## src/rtl/branch_resolver_pkg.sv

```systemverilog
// Shared types and constants for the fetch-prediction queue and branch resolver.
package branch_resolver_pkg;

    localparam int unsigned CNT_W = 16;
    localparam logic [31:0] PC_INCR = 32'd4;

    typedef struct packed {
        logic [31:0] pc;
        logic        taken;
        logic [31:0] target;
    } pred_entry_t;

endpackage

```

## src/rtl/branch_resolver_pred_fifo.sv

```systemverilog
// In-flight prediction queue: storage, pointers, occupancy count and full/empty flags.
module pred_fifo
    import branch_resolver_pkg::*;
#(
    parameter int DEPTH = 4,
    localparam int PW = $clog2(DEPTH)
) (
    input  logic          clk,
    input  logic          rst_n,
    input  logic          i_push,
    input  logic          i_pop,
    input  logic          i_clear,
    input  pred_entry_t   i_wdata,
    output pred_entry_t   o_rdata,
    output logic [PW:0]   o_count,
    output logic          o_full,
    output logic          o_empty
);

    pred_entry_t   r_mem [DEPTH];
    logic [PW-1:0] r_wr_ptr;
    logic [PW-1:0] r_rd_ptr;
    logic [PW:0]   r_count;

    // Storage is deliberately left out of reset; entries are only read while valid.
    always_ff @(posedge clk) begin
        if (i_push) begin
            r_mem[r_wr_ptr] <= i_wdata;
        end
    end

    always_ff @(posedge clk or negedge rst_n) begin
        if (!rst_n) begin
            r_wr_ptr <= '0;
            r_rd_ptr <= '0;
            r_count  <= '0;
        end else if (i_clear) begin
            r_wr_ptr <= '0;
            r_rd_ptr <= '0;
            r_count  <= '0;
        end else begin
            if (i_push) r_wr_ptr <= r_wr_ptr + 1'b1;
            if (i_pop)  r_rd_ptr <= r_rd_ptr + 1'b1;
            case ({i_push, i_pop})
                2'b10:   r_count <= r_count + 1'b1;
                2'b01:   r_count <= r_count - 1'b1;
                default: r_count <= r_count;
            endcase
        end
    end

    assign o_rdata = r_mem[r_rd_ptr];
    assign o_count = r_count;
    assign o_full  = (r_count == (PW+1)'(DEPTH));
    assign o_empty = (r_count == '0);

endmodule

```

## src/rtl/branch_resolver.sv

```systemverilog
// Compares decoded branch outcomes against queued fetch predictions and issues
// a registered flush/redirect on mispredict, with saturating statistics.
module branch_resolver
    import branch_resolver_pkg::*;
#(
    parameter int DEPTH = 4
) (
    input  logic             clk,
    input  logic             rst_n,
    input  logic             fetchValid,
    input  logic [31:0]      fetchPC,
    input  logic             predTaken,
    input  logic [31:0]      predPC,
    input  logic             decodeValid,
    input  logic             isBranch,
    input  logic             branchTaken,
    input  logic [31:0]      branchTargetD,
    input  logic             branchstall,
    output logic             fetchStall,
    output logic             flush,
    output logic [31:0]      redirectPC,
    output logic [CNT_W-1:0] branchCount,
    output logic [CNT_W-1:0] mispredictCount,
    output logic             underflowErr
);

    localparam int PW = $clog2(DEPTH);

    pred_entry_t      w_head;
    pred_entry_t      w_wdata;
    logic [PW:0]      w_count;
    logic             w_full;
    logic             w_empty;
    logic             w_dec_req;
    logic             w_deq;
    logic             w_enq;
    logic             w_actual_taken;
    logic             w_mispred;
    logic [31:0]      w_correct_pc;

    logic             r_flush;
    logic [31:0]      r_redirect_pc;
    logic [CNT_W-1:0] r_branch_cnt;
    logic [CNT_W-1:0] r_mispred_cnt;
    logic             r_underflow;

    assign w_dec_req      = decodeValid & ~branchstall;
    assign w_deq          = w_dec_req & ~w_empty;
    assign fetchStall     = w_full & ~w_deq;
    assign w_enq          = fetchValid & ~fetchStall;
    assign w_actual_taken = isBranch & branchTaken;

    assign w_mispred = w_deq & ((w_head.taken != w_actual_taken) |
                                (w_actual_taken & (w_head.target != branchTargetD)));

    assign w_correct_pc = w_actual_taken ? branchTargetD : (w_head.pc + PC_INCR);

    assign w_wdata = '{pc: fetchPC, taken: predTaken, target: predPC};

    // A fetch arriving alongside a mispredict is wrong-path and never enters the queue.
    pred_fifo #(.DEPTH(DEPTH)) u_fifo (
        .clk     (clk),
        .rst_n   (rst_n),
        .i_push  (w_enq & ~w_mispred),
        .i_pop   (w_deq),
        .i_clear (w_mispred),
        .i_wdata (w_wdata),
        .o_rdata (w_head),
        .o_count (w_count),
        .o_full  (w_full),
        .o_empty (w_empty)
    );

    always_ff @(posedge clk or negedge rst_n) begin
        if (!rst_n) begin
            r_flush       <= 1'b0;
            r_redirect_pc <= '0;
            r_branch_cnt  <= '0;
            r_mispred_cnt <= '0;
            r_underflow   <= 1'b0;
        end else begin
            r_flush <= w_mispred;
            if (w_mispred) r_redirect_pc <= w_correct_pc;
            if (w_deq && isBranch && (r_branch_cnt != '1))
                r_branch_cnt <= r_branch_cnt + 1'b1;
            if (w_mispred && (r_mispred_cnt != '1))
                r_mispred_cnt <= r_mispred_cnt + 1'b1;
            if (w_dec_req && w_empty) r_underflow <= 1'b1;
        end
    end

    assign flush           = r_flush;
    assign redirectPC      = r_redirect_pc;
    assign branchCount     = r_branch_cnt;
    assign mispredictCount = r_mispred_cnt;
    assign underflowErr    = r_underflow;

endmodule

```

## config.mk

```make
export PLATFORM = sky130hd
export DESIGN_NAME = branch_resolver
export DESIGN_NICKNAME = d
export VERILOG_FILES = /design/src/rtl/branch_resolver_pkg.sv /design/src/rtl/branch_resolver_pred_fifo.sv /design/src/rtl/branch_resolver.sv
export SDC_FILE = /design/constraint.sdc
export NUM_CORES = 1
export LEC_CHECK = 0
export BUFFER_PORTS_ARGS = -buffer_cell sky130_fd_sc_hd__buf_4
export CORE_UTILIZATION = 40
export DETAILED_ROUTE_END_ITERATION = 6
export HOLD_SLACK_MARGIN = 0.12
export MAX_ROUTING_LAYER = met4
export PLACE_DENSITY = 0.64
export SKIP_LAST_GASP = 1
export SLEW_MARGIN = 0
export SYNTH_ARGS = -nofsm -noshare
export SYNTH_HDL_FRONTEND = slang
export SYNTH_HIERARCHICAL = 1
export SYNTH_SLANG_ARGS = --single-unit
```

## constraint.sdc

```tcl
create_clock -name clk -period 6.8 [get_ports clk]
set_input_delay 1.02 -clock clk [delete_from_list [all_inputs] [get_ports clk]]
set_output_delay 1.02 -clock clk [all_outputs]
set_load 0.005 [all_outputs]
```

After elaboration in Yosys (flattened, before gate mapping). Memories as Yosys holds them, arrays and structs flattened. Index checks and enable logic that the tools add are counted. Widths: inputs -> output; s select.

Flip-flop bits (word level): 73. RAM bits: 260. Input port bits: 104. Memories: 1.

Memories: u_fifo.r_mem (words 4, width 65, rd ports 1, clocked after Yosys merged registers in 0, write ports 1, line branch_resolver_pred_fifo.sv:20) `pred_entry_t r_mem [DEPTH];`.

Add/sub/neg operators: 7. Equal/unequal tests: 7. Multiplexer cells: 9. Bitwise gates (word level): 14. Reduce and logical (&&, ||, !) cells: 8.

Operators by type and width (number): $add 16x1->16 const B (2); $add 32x3->32 const B (1); $mux 32 (1); $ne 16x16->1 const B (2); $ne 32x32->1 (1); $and 1x1->1 (8); $mux 2 (4); $pmux 3 s2 (1); $not 1->1 (5); $add 2x1->2 const B (2); $logic_and 1x1->1 (4); $reduce_bool 2->1 (2); $add 3x1->3 const B (1); $eq 3x3->1 const B (1); $logic_not 3->1 (1); $mux 3 (1); $reduce_bool 3->1 (1); $sub 3x1->3 const B (1); $eq 2x1->1 const B (1); $eq 2x2->1 const B (1); $mux 1 (2); $ne 1x1->1 (1); $or 1x1->1 (1).

Logic depth before layout (Yosys ltp). Gate-level depths: netlist (run 1).

Word-level depth: 11. Gate-level depth with buffers: 17. Gate-level depth less buffers: 12.

Cells and area by module. Netlist (run 1), hierarchy kept.

By module, submodules not included: pred_fifo (instances 1, cells an instance 381, area an instance 9843.2 µm²); branch_resolver (instances 1, cells an instance 414, area an instance 4018.9 µm²).

Least setup slack after synthesis (run 1). No wires, ideal clock.

Path kind: reg2reg. Start: register u_fifo.r_rd_ptr[0]. End: memory u_fifo/r_mem[0][0] (netlist bit), enable pin. Arrival: 4.356 ns. Data required time: 6.370 ns. Path slack: 2.015 ns. Cell stages (with the launch flop): 14. Path buffers: 5. Period minus slack after synthesis: 4.785 ns. Path through: dfrtp_1 > buf_6 > buf_4 > mux4_2 > xor2_1 > nor4_1 > nand4_1 > nor3_4 > nand2b_1 > buf_6 > buf_6 > and3b_1 > buf_2 > and2_1.

RTL lines: start, declared (line branch_resolver_pred_fifo.sv:22) `logic [PW-1:0] r_rd_ptr;`; start signal, assigned (line branch_resolver_pred_fifo.sv:43) `if (i_pop) r_rd_ptr <= r_rd_ptr + 1'b1;`; end, declared (line branch_resolver_pred_fifo.sv:20).

==> results of run 1 <==
worst reg2reg max path, cell delays in order, from the launching register on:
cell and delay [ns]:
dfrtp_4 0.96, mux4_2 0.63, xor2_1 0.16, nor4_1 0.73
nand3_1 0.24, nor3_4 0.60, nand2b_2 0.25, and3b_1 0.39
and2_2 0.63, buf_12 0.37
path summary, 6_finish.rpt:
path	startpoint	endpoint	slack, ns	cells after the start
worst max register to register	u_fifo/r_rd_ptr[0]	u_fifo/r_mem[1][39]	1.49	9
max in group asynchronous	rst_n	u_fifo/r_rd_ptr[0]	5.38	1
worst min-delay path	underflowErr	underflowErr	0.47	1
min in group asynchronous	rst_n	mispredictCount[11]	0.68	1
worst max-delay path	u_fifo/r_rd_ptr[0]	u_fifo/r_mem[1][39]	1.49	9
worst min register to register	underflowErr	underflowErr	0.47	1
state kept, by name, indices dropped and copies added, names as in the netlist:
register,count
mispredictCount,16
u_fifo/r_wr_ptr,2
flush,1
branchCount,16
u_fifo/r_rd_ptr,2
u_fifo/o_count,3
u_fifo/r_mem,260
underflowErr,1
redirectPC,32
through the flow:
stage / worst slack (ns) / hold WS (ns) / cells
2_1_floorplan: 2.015 / 0.4663 / 795
3_3_place_gp: 1.479 / 0.4496 / 1393
3_5_place_dp: 1.421 / 0.4556 / 1393
4_1_cts: 1.386 / 0.4679 / 1457
5_1_grt: 1.046 / 0.4924 / 1458
6_report: 1.495 / 0.4666 / 1459
cells in the final DEF, fill, tap and decap left out, types with 15 or more instances in the layout:
| master | n |
|---|---|
| dfrtp_1 | 71 |
| mux2_1 | 24 |
| nand4_1 | 19 |
| nor2_1 | 44 |
| a21oi_1 | 29 |
| clkbuf_16 | 36 |
| xnor2_1 | 25 |
| nand3_1 | 28 |
| edfxtp_1 | 260 |
| xor2_1 | 68 |
| nand2_1 | 23 |
| mux4_2 | 65 |
| buf_4 | 175 |
| nor4_1 | 15 |
layout make-up:
type / instances / area (um2) / area share (%)
Inverter: 7 / 26.28 / 0.1571
Antenna cell: 2 / 5.005 / 0.02992
Multi-Input combinational cell: 425 / 3976 / 23.77
Tap cell: 448 / 560.5 / 3.351
Clock buffer: 47 / 982.2 / 5.871
Clock inverter: 17 / 125.1 / 0.7479
Timing Repair Buffer: 180 / 1414 / 8.452
Sequential cell: 333 / 9639 / 57.62
logic make-up (layout without fill, tap and decap cells):
| group | after synthesis | after routing | share of synthesized area [%] |
|---|---|---|---|
| mux | 102 | 102 | 13.52 |
| buf+inv | 37 | 251 | 1.886 |
| fa+ha+maj | 8 | 8 | 0.7762 |
| flops | 333 | 333 | 69.50 |
| simple gates | 181 | 181 | 6.869 |
| xor+xnor | 93 | 93 | 5.876 |
| compound gates | 41 | 41 | 1.571 |
| other cells | 0 | 2 | 0 |
metal layers:
metal | vias to the layer above | part of all wire [%]
met5 | - | 0
met4 | 0 | 2.0
met3 | 40 | 5.6
met2 | 242 | 50
met1 | 3878 | 42
li1 | 3465 | -
power breakdown:
part	switching [uW]	internal, uW	leakage [uW]
combinational	884	891	0.00225
clock	763	1060	0.000553
sequential	266	2670	0.00329
==> results.py, run 1 <==
metrics = {
    "critical_path": {
        "slowest_stage": "dfrtp_4",
        "worstSetupStartpointType": "flop",
        "worstPathMaxFanout": 44,
        "worstPathArrival_ns": 5.49,
        "critPathTopFamily": "simple AND/OR/NAND/NOR gates",
        "worstSetupEndpointType": "flop",
        "crit_required_ns": 6.99,
        "path_class": "reg -> reg",
        "path_buf_inv": 1,
        "max_stage_delay_ns": 0.96,
        "crit_chain": "mux4_2, xor2_1, nor4_1, nand3_1, nor3_4, nand2b_2, and3b_1, and2_2, buf_12",
    },
    "power": {
        "p_total_uw": 6528,
        "pwr_density_cell_nw_per_um2": 390.2,
        "ir_drop_v": 0.0002190,
        "leakagePower_uw": 0.006093,
    },
    "synthesis": {
        "ys_seq_area_share_pct": 69.50,
        "yosysTopAreaCell": "edfxtp_1",
        "synth_area_per_cell_um2": 17.44,
        "ys.flop_type": "edfxtp_1",
        "synth.most_common_cell": "edfxtp_1",
        "synth_cell_types": 40,
        "async_reset_ff_share_pct": 21.92,
        "yosys_warnings": 6,
        "synth.net_count": 907,
        "synthesis.area_um2": 13860,
        "synth_area_leaders": "edfxtp_1 56%, dfrtp_1 13%, mux4_2 11%, xor2_1 4.3%, mux2_1 1.9%",
        "syn_inst": 795,
        "synthTopCellsByCount": "260 x edfxtp_1, 73 x dfrtp_1, 68 x xor2_1, 65 x mux4_2, 44 x nor2_1",
        "synth_edf_count": 260,
        "synth_top_area_share_pct": 56.32,
        "synth_seq_cells": 333,
    },
    "placement": {
        "dpl_cell_area_um2": 15620,
        "hpwl_um": 21360,
        "gp_congestion": 0.8016,
        "io_buffers": 170,
    },
    "sta": {
        "setup_violations": 0,
        "hold_viol": 0,
        "rsz0062_at_grt": "false",
        "fin_crit_ns": 5.305,
        "slew_headroom_pct": 21.42,
        "drv_slew": 0,
        "max_freq_mhz": 188.5,
        "finalClockSkew_ns": 0.03050,
        "setup_tns_ns": 0,
        "worst_pin_slew_ns": 1.166,
        "period_share_pct": 78.02,
    },
    "floorplanning": {
        "ioPinCount": 171,
        "initial_core_util_pct": 41.03,
        "die_w_um": 188.2,
        "die_area_um2": 35400,
        "die_h_um": 188.2,
        "core_area_um2": 33780,
        "rows": 67,
    },
    "cts": {
        "cts_sinks": 333,
        "cts_root_buf": "clkbuf_16",
        "cts_hold_buf": 0,
        "post_cts_buffers": 0,
        "clockBufferDepth": 3,
        "insertion_delay_ns": 0.53,
        "cts.reportedPaths.clkPinSlew_ns": 0.06,
        "cts_tree": "built",
        "htree_levels": 2,
        "cts_resized": 0,
        "cts_buffers": 35,
    },
    "route": {
        "drc": 0,
        "routed_wl_um": 31720,
        "drt_first_pass_iters": 4,
        "drtIter0Drc": 459,
        "vias": 7625,
        "avgViaCountPerCell": 5.226,
        "wl_per_cell_um": 21.74,
        "ant_nets": 0,
    },
    "outcome": {
        "outcome": "finished clean",
    },
    "worst_hold_path": {
        "hold_path_class": "reg -> reg",
    },
    "global_route": {
        "gr-total-overflow": 0,
        "grt-busiest-layer": "met2",
        "grt_use_met3_pct": 3.088,
        "grt_pass1_vias": 7717,
        "grt_start_max_net_pins": 74,
        "track_usage_pct": 18.59,
        "use_met1_pct": 24.41,
        "antenna_found_initial": 1,
        "grt_pass1_wl_um": 47600,
        "grt_use_met2_pct": 30.06,
    },
    "finish": {
        "fillers": 2855,
        "finish.utilization_pct": 49.52,
        "finalNetCount": 1094,
        "drive_above_1_share_pct": 31.71,
        "syn_to_final_growth_pct": 20.68,
        "stdcell_area_um2": 16730,
    },
    "job": {
        "drv_cap": 0,
    },
}
No activity file was read; power rests on OpenSTA's default activity.
==> run 2: changes to the inputs <==
==> constraint.sdc (replaced) <==
create_clock -name clk -period 5.5 [get_ports clk]
set_input_delay 0.825 -clock clk [delete_from_list [all_inputs] [get_ports clk]]
set_output_delay 0.825 -clock clk [all_outputs]
set_load 0.005 [all_outputs]
==> run 2 against run 1 <==
  * Setup slack worse by 0.41 ns
  * Sequential share of layout area is 0.39 points lower
  * Largest power group unchanged
  * Cell area is 0.67% higher
  * Critical path depth stayed put
  * Core utilization is 0.33 points higher
  * Non-clock buffer count is 8 higher
  * Routed wire length is 2.5% higher
  * First-iteration DRC count is 30% higher
  * Power is 26% higher
  * Clock skew is 0.019 ns lower
  * Highest routed layer unchanged
  * Worst hold slack better by 0.0056 ns
==> results.py, run 2 (same netlist as run 1, synthesis figures left out) <==
metrics = {
    "outcome": {
        "outcome": "finished clean",
    },
    "critical_path": {
        "worstSetupStartpointType": "flop",
        "crit_required_ns": 5.69,
        "worstSetupEndpointType": "flop",
        "worstPathArrival_ns": 4.61,
        "path_class": "reg -> reg",
        "worstPathMaxFanout": 37,
    },
    "global_route": {
        "track_usage_pct": 19.24,
        "antenna_found_initial": 0,
        "grt_start_max_net_pins": 74,
        "grt_pass1_vias": 7793,
        "gr-total-overflow": 0,
        "grt_pass1_wl_um": 49070,
    },
    "job": {
        "drv_cap": 0,
    },
    "sta": {
        "drv_slew": 0,
        "worst_pin_slew_ns": 1.218,
        "rsz0062_at_grt": "false",
        "fin_ws_ns": 1.081,
        "slew_headroom_pct": 18.78,
        "period_share_pct": 80.35,
        "finalClockSkew_ns": 0.01174,
        "setup_violations": 0,
        "fin_crit_ns": 4.419,
        "setup_tns_ns": 0,
        "max_freq_mhz": 226.3,
        "hold_viol": 0,
    },
    "finish": {
        "fillers": 2790,
        "largest_register_ffs": 260,
        "multi_input_area_um2": 3976,
        "syn_to_final_growth_pct": 21.49,
        "finalNetCount": 1103,
        "diodes": 0,
        "drive_above_1_share_pct": 32.15,
        "area.sequential_um2": 9639,
        "top_register": "u_fifo/r_mem",
        "layout_common_cells": "260 x edfxtp_1, 181 x buf_4, 71 x dfrtp_1, 68 x xor2_1, 65 x mux4_2",
        "final_common_cell": "edfxtp_1",
        "stdcell_area_um2": 16840,
    },
    "cts": {
        "cts.reportedPaths.clkPinSlew_ns": 0.06,
        "clockBufferDepth": 3,
        "cts_resized": 0,
        "cts_tree": "built",
        "cts_buffers": 36,
        "cts_hold_buf": 0,
        "insertion_delay_ns": 0.50,
        "post_cts_buffers": 0,
        "htree_levels": 2,
        "cts_sinks": 333,
        "cts_root_buf": "clkbuf_16",
    },
    "floorplanning": {
        "die_area_um2": 35400,
        "rows": 67,
        "die_h_um": 188.2,
        "initial_core_util_pct": 41.03,
        "ioPinCount": 171,
        "die_w_um": 188.2,
        "core_area_um2": 33780,
    },
    "placement": {
        "dpl_cell_area_um2": 15700,
        "gp_congestion": 0.8012,
        "dpl_worst_slack_ns": 1.032,
        "hpwl_um": 22700,
        "io_buffers": 170,
    },
    "power": {
        "p_total_uw": 8194,
        "pwr_density_cell_nw_per_um2": 486.6,
        "leakagePower_uw": 0.006139,
        "ir_drop_v": 0.0002710,
    },
    "worst_hold_path": {
        "hold_path_class": "reg -> reg",
    },
    "route": {
        "wl_per_cell_um": 22.19,
        "ant_nets": 0,
        "vias": 7654,
        "avgViaCountPerCell": 5.225,
        "routed_wl_um": 32510,
        "drt_first_pass_iters": 5,
        "drc": 0,
        "drtIter0Drc": 598,
    },
}
-- run 2: worst max-delay path, cell delays in order (launching register included) --
cell      delay [ns]
dfrtp_4         0.90
mux4_2          0.59
xor2_1          0.15
nor4_1          0.44
nand4_1         0.22
nor3_4          0.24
nand2b_2        0.15
and3b_1         0.39
and2_2          0.68
buf_12          0.29
-- run 2: final cells by class --
class	count	area share, %
Sequential cell	333	57.24
Tap cell	448	3.328
Multi-Input combinational cell	425	23.61
Timing Repair Buffer	188	8.900
Clock buffer	50	6.144
Clock inverter	14	0.6241
Inverter	7	0.1560
-- run 2: path summary, 6_finish.rpt --
path,end,from,cells past startpoint,slack (ns)
min in group asynchronous,mispredictCount[9],rst_n,1,0.48
setup / recovery,u_fifo/r_mem[1][36],u_fifo/r_rd_ptr[0],9,1.08
max in group asynchronous,u_fifo/r_rd_ptr[0],rst_n,1,4.24
hold reg to reg,underflowErr,underflowErr,1,0.47
setup reg to reg,u_fifo/r_mem[1][36],u_fifo/r_rd_ptr[0],9,1.08
hold / removal,underflowErr,underflowErr,1,0.47
-- run 2: where the power goes --
group / leakage (uW) / internal, uW / switching (uW)
logic: 0.00230 / 1130 / 1140
registers: 0.00329 / 3290 / 319
clock network: 0.000551 / 1360 / 946
total: 0.00614 / 5790 / 2400
-- run 2: metal layers --
layer,GRT usage [%],routed length (um),up-vias
met1,25.98,14080,3873
li1,-,-,3480
met4,5.253,801,0
met2,30.06,15670,246
met5,-,0,-
met3,3.369,1958,55
-- run 2: stage by stage --
| stage | hold WS (ns) | cells | utilization (%) |
|---|---|---|---|
| after global placement | 0.4515 | 1401 | 46.48 |
| after floorplan | 0.4663 | 795 | - |
| final | 0.4722 | 1465 | 49.85 |
| after detailed placement | 0.4631 | 1401 | 46.48 |
| after global routing | 0.4908 | 1465 | 49.85 |
| after CTS | 0.4761 | 1465 | 49.85 |
==> run 3: changes to the inputs <==
--- a/config.mk
+++ b/config.mk
@@ -10,7 +10,7 @@
 export DETAILED_ROUTE_END_ITERATION = 6
 export HOLD_SLACK_MARGIN = 0.12
 export MAX_ROUTING_LAYER = met4
-export PLACE_DENSITY = 0.64
+export PLACE_DENSITY = 0.66
 export SKIP_LAST_GASP = 1
 export SLEW_MARGIN = 0
 export SYNTH_ARGS = -nofsm -noshare
==> constraint.sdc (replaced) <==
create_clock -name clk -period 3.5 [get_ports clk]
set_input_delay 0.525 -clock clk [delete_from_list [all_inputs] [get_ports clk]]
set_output_delay 0.525 -clock clk [all_outputs]
set_load 0.005 [all_outputs]
==> run 3 against run 2 <==
  * The flow now finishes with violations (setup timing)
  * Non-clock buffer count is 106 higher
  * Sequential power up 54%
  * Setup slack got worse by 1.2 ns
  * Register-to-register slack got worse by 1.2 ns
  * Worst hold slack worse by 0.29 ns
  * Combinational power grew 120%
  * First-iteration DRC count is 3.5% higher
  * Global-route usage grew 0.39 points
  * Sequential share of layout area is 4.7 points lower
  * Via count grew 8.5%
  * Routed wire length up 12%
  * Sequential cell count did not move
  * Critical path type unchanged
  * Critical endpoint is now u_fifo/r_mem[1][20]
==> results.py, run 3 (same netlist as run 1, synthesis figures left out) <==
metrics = {
    "outcome": {
        "outcome": "complete, but fails checks",
        "violations": "setup timing",
    },
    "finish": {
        "final_common_cell": "edfxtp_1",
        "syn_to_final_growth_pct": 32.48,
        "finish.utilization_pct": 54.36,
        "layout_common_cells": "260 x edfxtp_1, 241 x buf_4, 71 x dfrtp_1, 66 x xor2_1, 65 x mux4_2",
        "top_register": "u_fifo/r_mem",
        "drive_above_1_share_pct": 39.49,
        "fillers": 2640,
        "finalNetCount": 1211,
        "largest_register_ffs": 260,
    },
    "sta": {
        "period_share_pct": 103.3,
        "drv_slew": 0,
        "setup_tns_ns": -10.68,
        "fin_ws_ns": -0.1169,
        "rsz0062_at_grt": "true",
        "hold_viol": 0,
        "hold-worst-slack_ns": 0.1855,
        "worst_pin_slew_ns": 1.110,
        "fin_crit_ns": 3.617,
        "setup_violations": 245,
        "max_freq_mhz": 276.5,
        "slew_headroom_pct": 25.71,
        "finalClockSkew_ns": 0.01875,
    },
    "global_route": {
        "grt_start_max_net_pins": 74,
        "gr-total-overflow": 0,
        "use_met1_pct": 25.81,
        "grt_use_met2_pct": 31.42,
        "grt_pass1_wl_um": 50110,
        "track_usage_pct": 19.63,
        "antenna_found_initial": 1,
        "grt-busiest-layer": "met2",
        "grt_use_met3_pct": 3.013,
        "grt_pass1_vias": 8189,
    },
    "placement": {
        "gp_congestion": 0.7894,
        "io_buffers": 170,
        "hpwl_um": 23350,
    },
    "cts": {
        "cts_buffers": 36,
        "cts.reportedPaths.clkPinSlew_ns": 0.06,
        "cts_root_buf": "clkbuf_16",
        "cts_tree": "built",
        "clockBufferDepth": 3,
        "insertion_delay_ns": 0.52,
        "cts_sinks": 333,
        "htree_levels": 2,
    },
    "power": {
        "switchingPower_uw": 4234,
        "swShare_pct": 29.48,
        "p_clk_share_pct": 26.1,
        "pwr-share-comb_pct": 35.1,
        "pwr_density_cell_nw_per_um2": 782.0,
        "leakagePower_uw": 0.006901,
        "ir_drop_v": 0.0005206,
        "power.internal_uw": 10130,
        "p_total_uw": 14360,
        "seqPwrFrac_pct": 38.7,
    },
    "route": {
        "avgViaCountPerCell": 5.272,
        "ant_nets": 0,
        "vias": 8308,
        "routed_wl_um": 36370,
        "drc": 0,
        "drtIter0Drc": 619,
        "wl_per_cell_um": 23.08,
        "drt_first_pass_iters": 4,
    },
    "floorplanning": {
        "die_area_um2": 35400,
        "ioPinCount": 171,
        "die_w_um": 188.2,
        "initial_core_util_pct": 41.03,
        "core_area_um2": 33780,
        "die_h_um": 188.2,
        "rows": 67,
    },
    "critical_path": {
        "worstSetupEndpointType": "flop",
        "slowest_stage": "mux4_2",
        "worstPathMaxFanout": 10,
        "path_buf_inv": 6,
        "r2r_slack_ns": -0.12,
        "reg2reg_depth": 14,
        "crit_chain": "buf_6, buf_12, mux4_2, xor2_1, nor4_1, nand4_1, nor3_4, nand2b_4, and3b_2, buf_6, and2_4, buf_4, buf_12, clkbuf_16",
        "crit_required_ns": 3.73,
        "worstSetupStartpointType": "flop",
        "critPathTopFamily": "simple AND/OR/NAND/NOR gates",
        "path_class": "reg -> reg",
        "r2r-end": "u_fifo/r_mem[1][20]",
        "worstPathArrival_ns": 3.85,
        "max_stage_delay_ns": 0.52,
        "r2r-start": "u_fifo/r_rd_ptr[0]",
    },
    "worst_hold_path": {
        "hold_path_class": "in -> async",
    },
    "job": {
        "drv_cap": 0,
    },
}
==> run 3: worst reg2reg max path, stage by stage (launching register included) <==
cell and delay, ns:
dfrtp_4 0.46, buf_6 0.14, buf_12 0.13, mux4_2 0.52, xor2_1 0.16, nor4_1 0.33, nand4_1 0.25, nor3_4 0.27
nand2b_4 0.16, and3b_2 0.19, buf_6 0.14, and2_4 0.20, buf_4 0.14, buf_12 0.10, clkbuf_16 0.13
==> run 3: stage by stage <==
stage | instance area (um2) | instances | setup WS (ns)
3_3_place_gp | 16260 | 1460 | -0.01285
3_5_place_dp | 16260 | 1460 | -0.05108
5_1_grt | 18360 | 1576 | -0.2526
6_report | 18360 | 1576 | -0.1169
2_1_floorplan | 13940 | 795 | -0.1529
4_1_cts | 17480 | 1527 | -0.03775
==> run 3: per-layer routing <==
metal  share of wire [%]  vias up
met4                 3.0        0
li1                    -     3704
met1                  42     4241
met2                  50      295
met5                   0        -
met3                 5.7       68
==> run 3: area by class of cell <==
cell class	count	area, um2	area share (%)
clock inverters	17	165.2	0.8994
well taps	448	560.5	3.052
multi-input cells	427	4086	22.25
repair buffers	294	2872	15.64
diodes	1	2.502	0.01363
clock buffers	49	1012	5.512
flip-flops and latches	333	9639	52.49
inverters	7	26.28	0.1431
==> run 3: repair_timing <==
action / CTS / global route
endpoints found under the setup margin: 206 / 296
hold buffers: 0 / 0
buffers inserted: 0 / 23
resized for setup: 2 / 32
cloned: 1 / 25
pin swaps: 0 / 9
==> run 3: power groups by stage <==
stage | registers (uW) | clock network (uW) | logic [uW]
2_1_floorplan | 5520 | 0 | 2540
3_3_place_gp | 5600 | 0 | 4230
3_5_place_dp | 5630 | 0 | 4280
4_1_cts | 5570 | 3830 | 4350
5_1_grt | 5630 | 3980 | 5380
6_report | 5560 | 3750 | 5050
==> run 3: how the worst max path moves through the flow <==
| stage | start | end | slack [ns] | depth (start not counted) |
|---|---|---|---|---|
| global route | u_fifo/r_rd_ptr[0] | u_fifo/o_count[2] | -0.25 | 15 |
| detailed placement | u_fifo/r_rd_ptr[0] | u_fifo/o_count[2] | -0.05 | 13 |
| global placement | u_fifo/r_rd_ptr[0] | u_fifo/o_count[2] | -0.01 | 14 |
| CTS | u_fifo/r_rd_ptr[0] | u_fifo/o_count[2] | -0.04 | 13 |
| finish | u_fifo/r_rd_ptr[0] | u_fifo/r_mem[1][20] | -0.12 | 14 |
| floorplan | u_fifo/r_rd_ptr[0] | u_fifo/r_mem[0][0] | -0.15 | 13 |
